File: config.mk
export PLATFORM = sky130hd
export DESIGN_NAME = phase_sweep_gen_flat
export DESIGN_NICKNAME = d
export VERILOG_FILES = /design/src/rtl/phase_sweep_gen_pkg.sv /design/src/rtl/phase_sweep_gen_if.sv /design/src/rtl/phase_sweep_gen.sv /design/src/flat_wrapper.sv
export SDC_FILE = /design/constraint.sdc
export NUM_CORES = 1
export LEC_CHECK = 0
export CAP_MARGIN = 0
export CORE_MARGIN = 2
export CORE_UTILIZATION = 54
export CTS_CLUSTER_SIZE = 16
export DETAILED_ROUTE_END_ITERATION = 8
export PLACE_DENSITY = 0.77
export SLEW_MARGIN = 20
export SYNTH_ARGS = -nofsm -noshare
export SYNTH_HDL_FRONTEND = slang
export SYNTH_SLANG_ARGS = --single-unit
export TNS_END_PERCENT = 100
File: constraint.sdc
create_clock -name clk -period 4 [get_ports clk]
set_input_delay 0.4 -clock clk [delete_from_list [all_inputs] [get_ports clk]]
set_output_delay 0.4 -clock clk [all_outputs]
set_load 0.01 [all_outputs]
File: src/rtl/phase_sweep_gen_pkg.sv
// phase_sweep_gen_pkg: shared types and default widths for the phase sweep generator
package phase_sweep_gen_pkg;

    localparam int DEF_PHASE_WIDTH = 32;
    localparam int DEF_COUNT_WIDTH = 16;

    typedef enum logic [1:0] {
        IDLE,
        RUN,
        DONE
    } sweep_state_t;

endpackage

File: src/rtl/phase_sweep_gen_if.sv
// phase_sweep_gen_if: sweep control plus phase stream bundle between a controller and the generator
interface phase_sweep_gen_if
    import phase_sweep_gen_pkg::*;
#(
    parameter int PHASE_WIDTH = DEF_PHASE_WIDTH,
    parameter int COUNT_WIDTH = DEF_COUNT_WIDTH
) ();

    logic                   start;
    logic                   abort;
    logic [PHASE_WIDTH-1:0] phase_init;
    logic [PHASE_WIDTH-1:0] fcw_start;
    logic [PHASE_WIDTH-1:0] fcw_step;
    logic [COUNT_WIDTH-1:0] num_samples;
    logic                   out_valid;
    logic                   out_ready;
    logic [PHASE_WIDTH-1:0] phase;
    logic                   busy;
    logic                   done;

    modport master (
        output start, abort, phase_init, fcw_start, fcw_step, num_samples, out_ready,
        input  out_valid, phase, busy, done
    );

    modport slave (
        input  start, abort, phase_init, fcw_start, fcw_step, num_samples, out_ready,
        output out_valid, phase, busy, done
    );

endinterface

File: src/rtl/phase_sweep_gen.sv
// phase_sweep_gen: linear-chirp phase accumulator emitting a valid/ready phase stream for a sine LUT
module phase_sweep_gen
    import phase_sweep_gen_pkg::*;
#(
    parameter int PHASE_WIDTH = DEF_PHASE_WIDTH,
    parameter int COUNT_WIDTH = DEF_COUNT_WIDTH
) (
    input  logic             clk,
    input  logic             rst_n,
    phase_sweep_gen_if.slave bus
);

    sweep_state_t           state;
    sweep_state_t           state_nxt;
    logic [PHASE_WIDTH-1:0] phase_q;
    logic [PHASE_WIDTH-1:0] fcw_q;
    logic [PHASE_WIDTH-1:0] step_q;
    logic [COUNT_WIDTH-1:0] count_q;
    logic [COUNT_WIDTH-1:0] num_q;
    logic                   abort_pend;
    logic                   accept;
    logic                   last;
    logic                   finish;

    // A beat is always on offer in RUN, so an abort just waits for the next accept to close the sweep
    always_comb begin
        accept    = state == RUN && bus.out_ready;
        last      = num_q != '0 && count_q + COUNT_WIDTH'(1) == num_q;
        finish    = accept && (last || bus.abort || abort_pend);
        state_nxt = state == IDLE ? (bus.start ? RUN : IDLE) :
                    state == RUN  ? (finish ? DONE : RUN) : IDLE;
    end

    // State register
    always_ff @(posedge clk or negedge rst_n) begin
        if (!rst_n)
            state <= IDLE;
        else
            state <= state_nxt;
    end

    // Sweep parameters latch on start; phase and FCW advance once per accepted beat
    always_ff @(posedge clk or negedge rst_n) begin
        if (!rst_n) begin
            phase_q    <= '0;
            fcw_q      <= '0;
            step_q     <= '0;
            count_q    <= '0;
            num_q      <= '0;
            abort_pend <= 1'b0;
        end else if (state == IDLE && bus.start) begin
            phase_q    <= bus.phase_init;
            fcw_q      <= bus.fcw_start;
            step_q     <= bus.fcw_step;
            num_q      <= bus.num_samples;
            count_q    <= '0;
            abort_pend <= 1'b0;
        end else begin
            if (accept) begin
                phase_q <= phase_q + fcw_q;
                fcw_q   <= fcw_q + step_q;
                count_q <= count_q + COUNT_WIDTH'(1);
            end
            abort_pend <= state == RUN && !finish && (abort_pend || bus.abort);
        end
    end

    assign bus.out_valid = state == RUN;
    assign bus.busy      = state == RUN;
    assign bus.done      = state == DONE;
    assign bus.phase     = phase_q;

endmodule

File: src/flat_wrapper.sv
// flat-port wrapper written by rule: the top's interface ports become plain ports
module phase_sweep_gen_flat import phase_sweep_gen_pkg::*;
#(
    parameter int PHASE_WIDTH = DEF_PHASE_WIDTH,
    parameter int COUNT_WIDTH = DEF_COUNT_WIDTH
)
  (clk, rst_n, bus_start, bus_abort, bus_phase_init, bus_fcw_start, bus_fcw_step, bus_num_samples, bus_out_ready, bus_out_valid, bus_phase, bus_busy, bus_done);
  phase_sweep_gen_if #(.PHASE_WIDTH(PHASE_WIDTH), .COUNT_WIDTH(COUNT_WIDTH)) bus_i ();
  input  logic clk;
  input  logic rst_n;
  input wire logic [$bits(bus_i.start)-1:0] bus_start;
  input wire logic [$bits(bus_i.abort)-1:0] bus_abort;
  input wire logic [$bits(bus_i.phase_init)-1:0] bus_phase_init;
  input wire logic [$bits(bus_i.fcw_start)-1:0] bus_fcw_start;
  input wire logic [$bits(bus_i.fcw_step)-1:0] bus_fcw_step;
  input wire logic [$bits(bus_i.num_samples)-1:0] bus_num_samples;
  input wire logic [$bits(bus_i.out_ready)-1:0] bus_out_ready;
  output wire logic [$bits(bus_i.out_valid)-1:0] bus_out_valid;
  output wire logic [$bits(bus_i.phase)-1:0] bus_phase;
  output wire logic [$bits(bus_i.busy)-1:0] bus_busy;
  output wire logic [$bits(bus_i.done)-1:0] bus_done;
  assign bus_i.start = bus_start;
  assign bus_i.abort = bus_abort;
  assign bus_i.phase_init = bus_phase_init;
  assign bus_i.fcw_start = bus_fcw_start;
  assign bus_i.fcw_step = bus_fcw_step;
  assign bus_i.num_samples = bus_num_samples;
  assign bus_i.out_ready = bus_out_ready;
  assign bus_out_valid = bus_i.out_valid;
  assign bus_phase = bus_i.phase;
  assign bus_busy = bus_i.busy;
  assign bus_done = bus_i.done;
  phase_sweep_gen #(.PHASE_WIDTH(PHASE_WIDTH), .COUNT_WIDTH(COUNT_WIDTH)) u_core (.clk(clk), .rst_n(rst_n), .bus(bus_i));
endmodule
==> results.cfg, run 1 <==
[sta]
finalHoldViolCount = 0
fmax_mhz = 304
skew_ns = 0.00772
period_needed_ns = 3.29
worstMarginPinSlew_ns = 0.859
setup_viol = 0
slew_headroom_pct = 42.7
rsz0062_at_grt = no
setup-tns-final_ns = 0
drv_slew = 0
min_period_over_period_pct = 82.2

[pwr]
power.switching_w = 0.00508
power_w = 0.0112
vdd_drop_max_mv = 0.462
switching_share_pct = 45.5
powerDensity_nw_per_um2 = 991
clock_power_share_pct = 15.0
p_leak_nw = 5.04
seq_power_share_pct = 22.4
combPwrFrac_pct = 62.5
intPower_w = 0.00609

[clock_tree]
cts_buffer_depth = 2
tritoncts = done
clkTransAtPathRegs_ns = 0.06
ctsHoldBuffers = 0
post_cts_resized = 0
cts_root_buffer = clkbuf_16
clk_latency_ns = 0.42
cts_made_buffers = 17
post_cts_buffers = 0
clkSinkCount = 131
htreeDepth = 4

[grt]
gr-max-usage-layer = met2
antenna_found_initial = 0
grt_usage_pct = 28.7
grt_max_degree = 68
grt_pass1_vias = 8265
grt_util_met1_pct = 40.0
grt_use_met3_pct = 5.79
grt-ovfl-total = 0
use_met2_pct = 45.4
grt_pass1_wl_um = 40900

[synthesis]
synth_top_cell_by_area = dfrtp_1
yosysMostFrequentCell = nand2_1
synth_edf_count = 0
synth_nets = 1261
syn_area_um2 = 8960
synth-async-reset-ratio_pct = 100
synthTopCellsByArea = dfrtp_1 (37%), nand2_1 (9.8%), ha_1 (8.8%)
netlist_top_cells_count = nand2_1 (234), dfrtp_1 (131), a21oi_1 (101), o21ai_0 (79), nor2_1 (72)
synth_flop_cell = dfrtp_1
yosys.area.top_type_share_pct = 36.6
avgSynthCellArea_um2 = 8.30
synthCells = 1079
ys_types = 66
synth-seq-cells = 131
yosys_warnings = 0
synth-seq-area-share_pct = 36.6

[drt]
firstDrtPassIters = 5
routed_wl_um = 24600
ant_nets = 0
vias = 8411
drt-wirelength-per-cell_um = 17.1
routed_via_density = 5.84
drt_iter0_markers = 631
drc = 0

[floorplanning]
die_w_um = 133
initial_core_util_pct = 54.6
num_rows = 47
die-area_um2 = 17600
die_y_um = 133
coreArea_um2 = 16400
ios = 152

[worst_setup_path]
arrival_ns = 3.58
critPathKind = register to register
critical_path.endpoint_type = register
cp.required_ns = 4.30
start_kind = register
cp_max_fo = 4

[placement]
detailed_place_hpwl_um = 17500
portBuffers = 151
gp_congestion = 0.927

[cells_and_area]
multi_input_area_um2 = 5440
drive_gt1_share_pct = 5.41
nFillCells = 1330
register_area_um2 = 3280
diodes = 0
num-nets-final = 1391
area_growth_pct = 25.9

[worst_hold_path]
hold_class = input pin to asynchronous set/reset pin

[run_status]
status = completed

[job]
max_cap_violations = 0
## layout by cell type (no fill, tap or decap), types with 3 or more instances in the layout
master / n
a211oi_1: 5
a21o_1: 30
a21oi_1: 101
a22o_1: 3
a22oi_1: 13
a31oi_1: 17
and2_1: 4
and3_1: 6
and4_1: 5
buf_4: 11
bufinv_16: 4
clkbuf_16: 17
clkbuf_8: 3
clkdlybuf4s50_1: 150
dfrtp_1: 131
ha_1: 63
inv_1: 15
mux2i_1: 4
nand2_1: 232
nand2b_1: 11
nand3_1: 19
nand4_1: 9
nor2_1: 71
nor2b_1: 18
nor3_1: 14
nor3b_1: 7
nor4_1: 8
o21a_1: 10
o21ai_0: 79
o21ai_1: 5
o21bai_1: 3
o22ai_1: 13
o31ai_1: 5
or3_1: 3
xnor2_1: 39
xor2_1: 38
## power by group through the flow
stage          clock network, W  registers [W]  logic (W)
3_3_place_gp                  0        0.00248    0.00672
2_1_floorplan                 0        0.00238    0.00515
4_1_cts                 0.00169        0.00249    0.00693
3_5_place_dp                  0        0.00250    0.00682
5_1_grt                 0.00175        0.00257    0.00777
6_report                0.00168        0.00251    0.00699
## worst paths after layout
path	start	to	slack (ns)	depth (start not counted)
min reg2reg	u_core.step_q[0]	u_core.step_q[0]	0.49	2
max reg2reg	u_core.fcw_q[0]	u_core.fcw_q[28]	0.71	13
max	u_core.fcw_q[0]	u_core.fcw_q[28]	0.71	13
max in group asynchronous	rst_n	u_core.fcw_q[25]	3.08	2
min	rst_n	u_core.step_q[5]	0.07	1
min in group clk	u_core.step_q[0]	u_core.step_q[0]	0.49	2
## cell type report
cell class / count / area share, %
Clock buffer: 21 / 4.17
Clock inverter: 9 / 1.36
Inverter: 15 / 0.499
Multi-Input combinational cell: 882 / 48.2
Sequential cell: 131 / 29.1
Tap cell: 220 / 2.44
Timing Repair Buffer: 162 / 14.2
## stage by stage
stage / utilization, % / worst slack, ns / hold slack [ns] / cells / area (µm²)
floorplan: - / 1.13 / 0.104 / 1079 / 8960
global placement: 64.9 / 0.797 / 0.471 / 1410 / 10700
detailed placement: 64.9 / 0.735 / 0.472 / 1410 / 10700
CTS: 68.7 / 0.727 / 0.105 / 1440 / 11300
global route: 68.7 / 0.343 / 0.149 / 1440 / 11300
finish: 68.7 / 0.714 / 0.0725 / 1440 / 11300
## per-layer routing
layer  vias to the layer above  share of wire, %
li1                       4076                 -
met1                      4010                46
met2                       285                46
met3                        40               6.2
met4                         0               2.1
met5                         -                 0
## flip-flops by register name, indices dropped and copies added, names as in the netlist
signal             flops
u_core.fcw_q          32
u_core.abort_pend      1
u_core.step_q         32
u_core.count_q        16
u_core.bus.phase      32
u_core.state           2
u_core.num_q          16
## critical path, stage by stage, from the launching register on
cell and delay [ns]:
dfrtp_1 0.40, ha_1 0.23, inv_1 0.08, fa_1 0.18
nor2b_1 0.06, o21a_1 0.17, o21ai_0 0.30, a21o_1 0.20
a31oi_1 0.11, a221oi_1 0.60, o221ai_1 0.22, mux2i_1 0.15
a2111oi_0 0.34, o21ai_0 0.13
## cells by family (layout without fill, tap and decap cells)
logic type / Yosys count / in the layout / synth area share [%]
and+or+nand+nor: 416 / 416 / 20.4
AOI/OAI and AO/OA: 320 / 320 / 22.9
DFF: 131 / 131 / 36.6
xor gates and xnor gates: 77 / 77 / 7.53
buffers and inverters: 66 / 207 / 2.85
adders and majority gates: 65 / 65 / 9.25
muxes: 4 / 4 / 0.447
No activity file was read; power rests on OpenSTA's default activity.
==> run 2: changes to the inputs <==
CORE_UTILIZATION = 49   (was 54)
PLACE_DENSITY = 0.74   (was 0.77)
clock period = 2.8 ns   (was 4 ns; I/O delays follow)
==> results.cfg, run 2 (synthesis results as in run 1) <==
[worst_hold_path]
whs_path_depth = 3
hold_class = input pin to register

[placement]
detailed_place_hpwl_um = 18800
gp_congestion = 0.933
portBuffers = 151
postPlaceCellArea_um2 = 11400

[sta]
setup-tns-final_ns = -0.783
fmax_mhz = 339
slew_headroom_pct = 36.7
setup_viol = 11
rsz0062_at_grt = yes
period_needed_ns = 2.95
worstMarginPinSlew_ns = 0.948
holdWs_ns = 0.379
skew_ns = 0.00757
finalHoldViolCount = 0
drv_slew = 0
timing.final.ws_setup_ns = -0.152
min_period_over_period_pct = 105

[cells_and_area]
final_util_pct = 70.3
final_common_cell = nand2_1
final_area_um2 = 12600
diodes = 0
final_cell_mix = nand2_1 (231), clkdlybuf4s50_1 (150), dfrtp_1 (130), buf_4 (113), a21oi_1 (92)
area_growth_pct = 41.0
drive_gt1_share_pct = 18.1
num-nets-final = 1503

[floorplanning]
die_w_um = 139
die_y_um = 139
num_rows = 49
initial_core_util_pct = 49.9
coreArea_um2 = 18000
ios = 152
die-area_um2 = 19400

[worst_setup_path]
cp_max_fo = 4
rrSetupSlack_ns = -0.15
endpoint = u_core.fcw_q[28]
arrival_ns = 3.25
timing.rr.start = u_core.fcw_q[0]
crit_start = u_core.fcw_q[0]
critPathKind = register to register
critical_path.endpoint_type = register
r2r_end = u_core.fcw_q[28]
start_kind = register
cp.required_ns = 3.10
reg2reg_depth = 14

[drt]
drt-wirelength-per-cell_um = 17.5
routed_wl_um = 27400
vias = 8952
drt_iter0_markers = 668
firstDrtPassIters = 5
drc = 0
ant_nets = 0
routed_via_density = 5.73

[run_status]
violations = negative setup slack
status = complete, but fails checks

[grt]
antenna_found_initial = 0
grt_usage_pct = 27.6
grt_max_degree = 90
grt_pass1_wl_um = 43600
grt_pass1_vias = 8875
grt-ovfl-total = 0

[job]
max_cap_violations = 0

[pwr]
p_leak_nw = 5.67
powerDensity_nw_per_um2 = 1510
vdd_drop_max_mv = 0.712

[clock_tree]
clkTransAtPathRegs_ns = 0.06
cts_root_buffer = clkbuf_16
htreeDepth = 4
tritoncts = done
clk_latency_ns = 0.42
clkSinkCount = 131
cts_made_buffers = 17
cts_buffer_depth = 2
==> run 2: worst min path at each step <==
stage / start / end / slack, ns
after global routing: bus_fcw_step[24] / u_core.step_q[24] / 0.39
after detailed placement: rst_n / u_core.num_q[4] / 0.38
after global placement: rst_n / u_core.num_q[4] / 0.38
final: bus_num_samples[4] / u_core.num_q[4] / 0.38
after CTS: bus_fcw_step[6] / u_core.step_q[6] / 0.37
after floorplan: rst_n / u_core.abort_pend / -0.02
==> run 2: power breakdown <==
group	leakage (nW)	internal, W	total, W	switching [W]
clock network	0.305	0.00145	0.00233	0.000883
logic	3.76	0.00631	0.0131	0.00682
registers	1.61	0.00275	0.00356	0.000816
==> run 2: worst max-delay path, cell delays in order, from the launching register on <==
cell and delay, ns:
dfrtp_1 0.41, ha_2 0.21, buf_4 0.13, inv_2 0.06, fa_2 0.22, nor2b_2 0.05, o21a_1 0.19, o21ai_2 0.14
a21o_1 0.21, a31oi_4 0.12, a221oi_4 0.45, o221ai_2 0.17, mux2i_1 0.15, a2111oi_2 0.22, o21ai_1 0.11
==> run 2: what timing repair did <==
action / CTS / global route
endpoints found under the setup margin: 16 / 31
hold endpoints to repair: 47 / 0
buffers inserted: 12 / 10
hold buffers: 1 / 0
resized for setup: 49 / 55
pin swaps: 44 / 46
==> run 2: metrics by stage <==
stage | cells | setup WS, ns | power [W]
after CTS | 1555 | -0.105 | 0.0179
after global routing | 1563 | -0.305 | 0.0204
final | 1563 | -0.152 | 0.0190
after floorplan | 1079 | 0.0153 | 0.0108
after detailed placement | 1513 | -0.275 | 0.0148
after global placement | 1513 | -0.124 | 0.0146
==> run 2: cell type report <==
class | count | area, µm²
multi-input cells | 882 | 5890
repair buffers | 274 | 2510
clock inverters | 12 | 154
clock buffers | 20 | 457
inverters | 15 | 56.3
flip-flops and latches | 131 | 3280
well taps | 229 | 287
fillers | 1346 | 5330
==> run 2: routing by layer <==
layer  GRT usage (%)  routed length [µm]
met3            5.42                1620
met2            44.9               12900
met4            8.13                 569
met5               0                   0
met1            37.5               12300
==> run 3: changes to the inputs <==
GPL_ROUTABILITY_DRIVEN = 0   (was not set)
PLACE_DENSITY = 0.78   (was 0.74)
==> results.cfg, run 3 (synthesis results as in run 1) <==
[run_status]
status = complete, but fails checks
violations = negative setup slack

[sta]
min_period_over_period_pct = 110
slew_headroom_pct = 48.6
rsz0062_at_grt = yes
worstMarginPinSlew_ns = 0.770
timing.final.ws_setup_ns = -0.278
finalHoldViolCount = 0
skew_ns = 0.0102
drv_slew = 0
period_needed_ns = 3.08
fmax_mhz = 325
setup_viol = 11
setup-tns-final_ns = -1.23

[clock_tree]
clkTransAtPathRegs_ns = 0.06
cts_made_buffers = 17
tritoncts = done
clkSinkCount = 131
htreeDepth = 4
cts_buffer_depth = 2
cts_root_buffer = clkbuf_16
clk_latency_ns = 0.43

[cells_and_area]
area_growth_pct = 41.4
final_cell_mix = nand2_1 (231), clkdlybuf4s50_1 (150), dfrtp_1 (129), buf_4 (108), a21oi_1 (90)
final_common_cell = nand2_1
register_area_um2 = 3280
multi_input_area_um2 = 5940
nFillCells = 1335
num-nets-final = 1499
diodes = 0
drive_gt1_share_pct = 18.3
final_area_um2 = 12700

[drt]
routed_wl_um = 28500
routed_via_density = 5.90
firstDrtPassIters = 6
ant_nets = 0
drc = 0
vias = 9192
drt_iter0_markers = 948
drt-wirelength-per-cell_um = 18.3

[grt]
grt-ovfl-total = 0
grt_usage_pct = 27.9
grt_pass1_vias = 8844
antenna_found_initial = 0
grt_pass1_wl_um = 43900
grt_max_degree = 90

[placement]
detailed_place_hpwl_um = 18600
portBuffers = 151
postPlaceCellArea_um2 = 11300

[worst_setup_path]
crit_cells = 12
crit_chain = ha_4 > buf_4 > buf_4 > a21o_2 > a21oi_1 > o21ai_0 > a221oi_4 > buf_4 > a21oi_4 > a31oi_1 > xor2_1 > a21oi_1
arrival_ns = 3.37
cp_max_fo = 4
timing.rr.start = u_core.fcw_q[16]
critPathKind = register to register
critical_path_buf_inv_count = 3
critical_path.endpoint_type = register
cp.required_ns = 3.09
cpMaxStageDelayCell = a221oi_4
endpoint = u_core.fcw_q[30]
r2r_end = u_core.fcw_q[30]
cpPeakStageDelay_ns = 0.49
critical_path.most_common_cell = buf_4
crit_start = u_core.fcw_q[16]
start_kind = register
rrSetupSlack_ns = -0.28
path_delay_family = compound AO/OA/AOI/OAI gates
reg2reg_depth = 12

[floorplanning]
die_y_um = 139
num_rows = 49
ios = 152
die_w_um = 139
initial_core_util_pct = 49.9
coreArea_um2 = 18000
die-area_um2 = 19400

[job]
max_cap_violations = 0

[pwr]
powerDensity_nw_per_um2 = 1530
vdd_drop_max_mv = 0.733
p_leak_nw = 5.67

[worst_hold_path]
hold_class = input pin to register
[run 3: cell types whose count changed in the layout (fill, tap and decap cells not counted), moves of 3 or more]
cell,previous run,this run
buf_6,6,9
o21ai_1,17,12
o21ai_0,62,67
clkinv_2,4,1
buf_4,113,108
[run 3: layer usage]
layer / vias to the layer above / global-route usage [%] / wire length [µm]
li1: 4289 / - / -
met1: 4408 / 37.6 / 12200
met2: 431 / 45.2 / 13700
met3: 64 / 5.04 / 2000
met4: 0 / 10.4 / 663
met5: - / 0 / 0
[run 3: layout make-up]
type	count	share of cell area [%]
clock buffer	23	3.85
sequential	131	25.9
clock inverter	8	1.18
inverter	15	0.445
multi-input combinational	882	46.9
timing repair buffer	270	19.5
tap	229	2.26
[run 3: report_power, final]
group	total (W)	internal [W]	switching (W)
logic	0.0133	0.00633	0.00702
clock network	0.00244	0.00158	0.000859
registers	0.00361	0.00275	0.000857
total	0.0194	0.0107	0.00874
[run 3: timing repair]
action	4_1_cts	5_1_grt
endpoints found under the setup margin	20	29
gates resized for setup	38	74
hold buffers	1	0
hold endpoints to repair	42	0
buffers inserted	6	18
pin swaps	27	40
[run 3: how the worst min path moves through the flow]
stage	start	endpoint	cells past startpoint
2_1_floorplan	rst_n	u_core.abort_pend	0
3_3_place_gp	rst_n	u_core.fcw_q[16]	1
3_5_place_dp	rst_n	u_core.fcw_q[16]	1
4_1_cts	bus_num_samples[5]	u_core.num_q[5]	3
5_1_grt	bus_fcw_step[23]	u_core.step_q[23]	3
6_report	bus_fcw_step[9]	u_core.step_q[9]	3
[run 3: tightest hold or removal path: stages]
cell and delay (ns):
clkdlybuf4s50_1 0.39, nand2_1 0.05, nand2_1 0.04
[run 3: stage by stage]
step	total power [W]	hold WS [ns]	std cells	setup WS, ns	utilization (%)
after global placement	0.0144	0.318	1505	-0.407	63.0
after global routing	0.0205	0.386	1558	-0.314	70.5
after CTS	0.0179	0.375	1543	-0.123	68.0
after floorplan	0.0108	-0.0156	1079	0.0153	-
after detailed placement	0.0147	0.314	1505	-0.579	63.0
final	0.0194	0.369	1558	-0.278	70.5
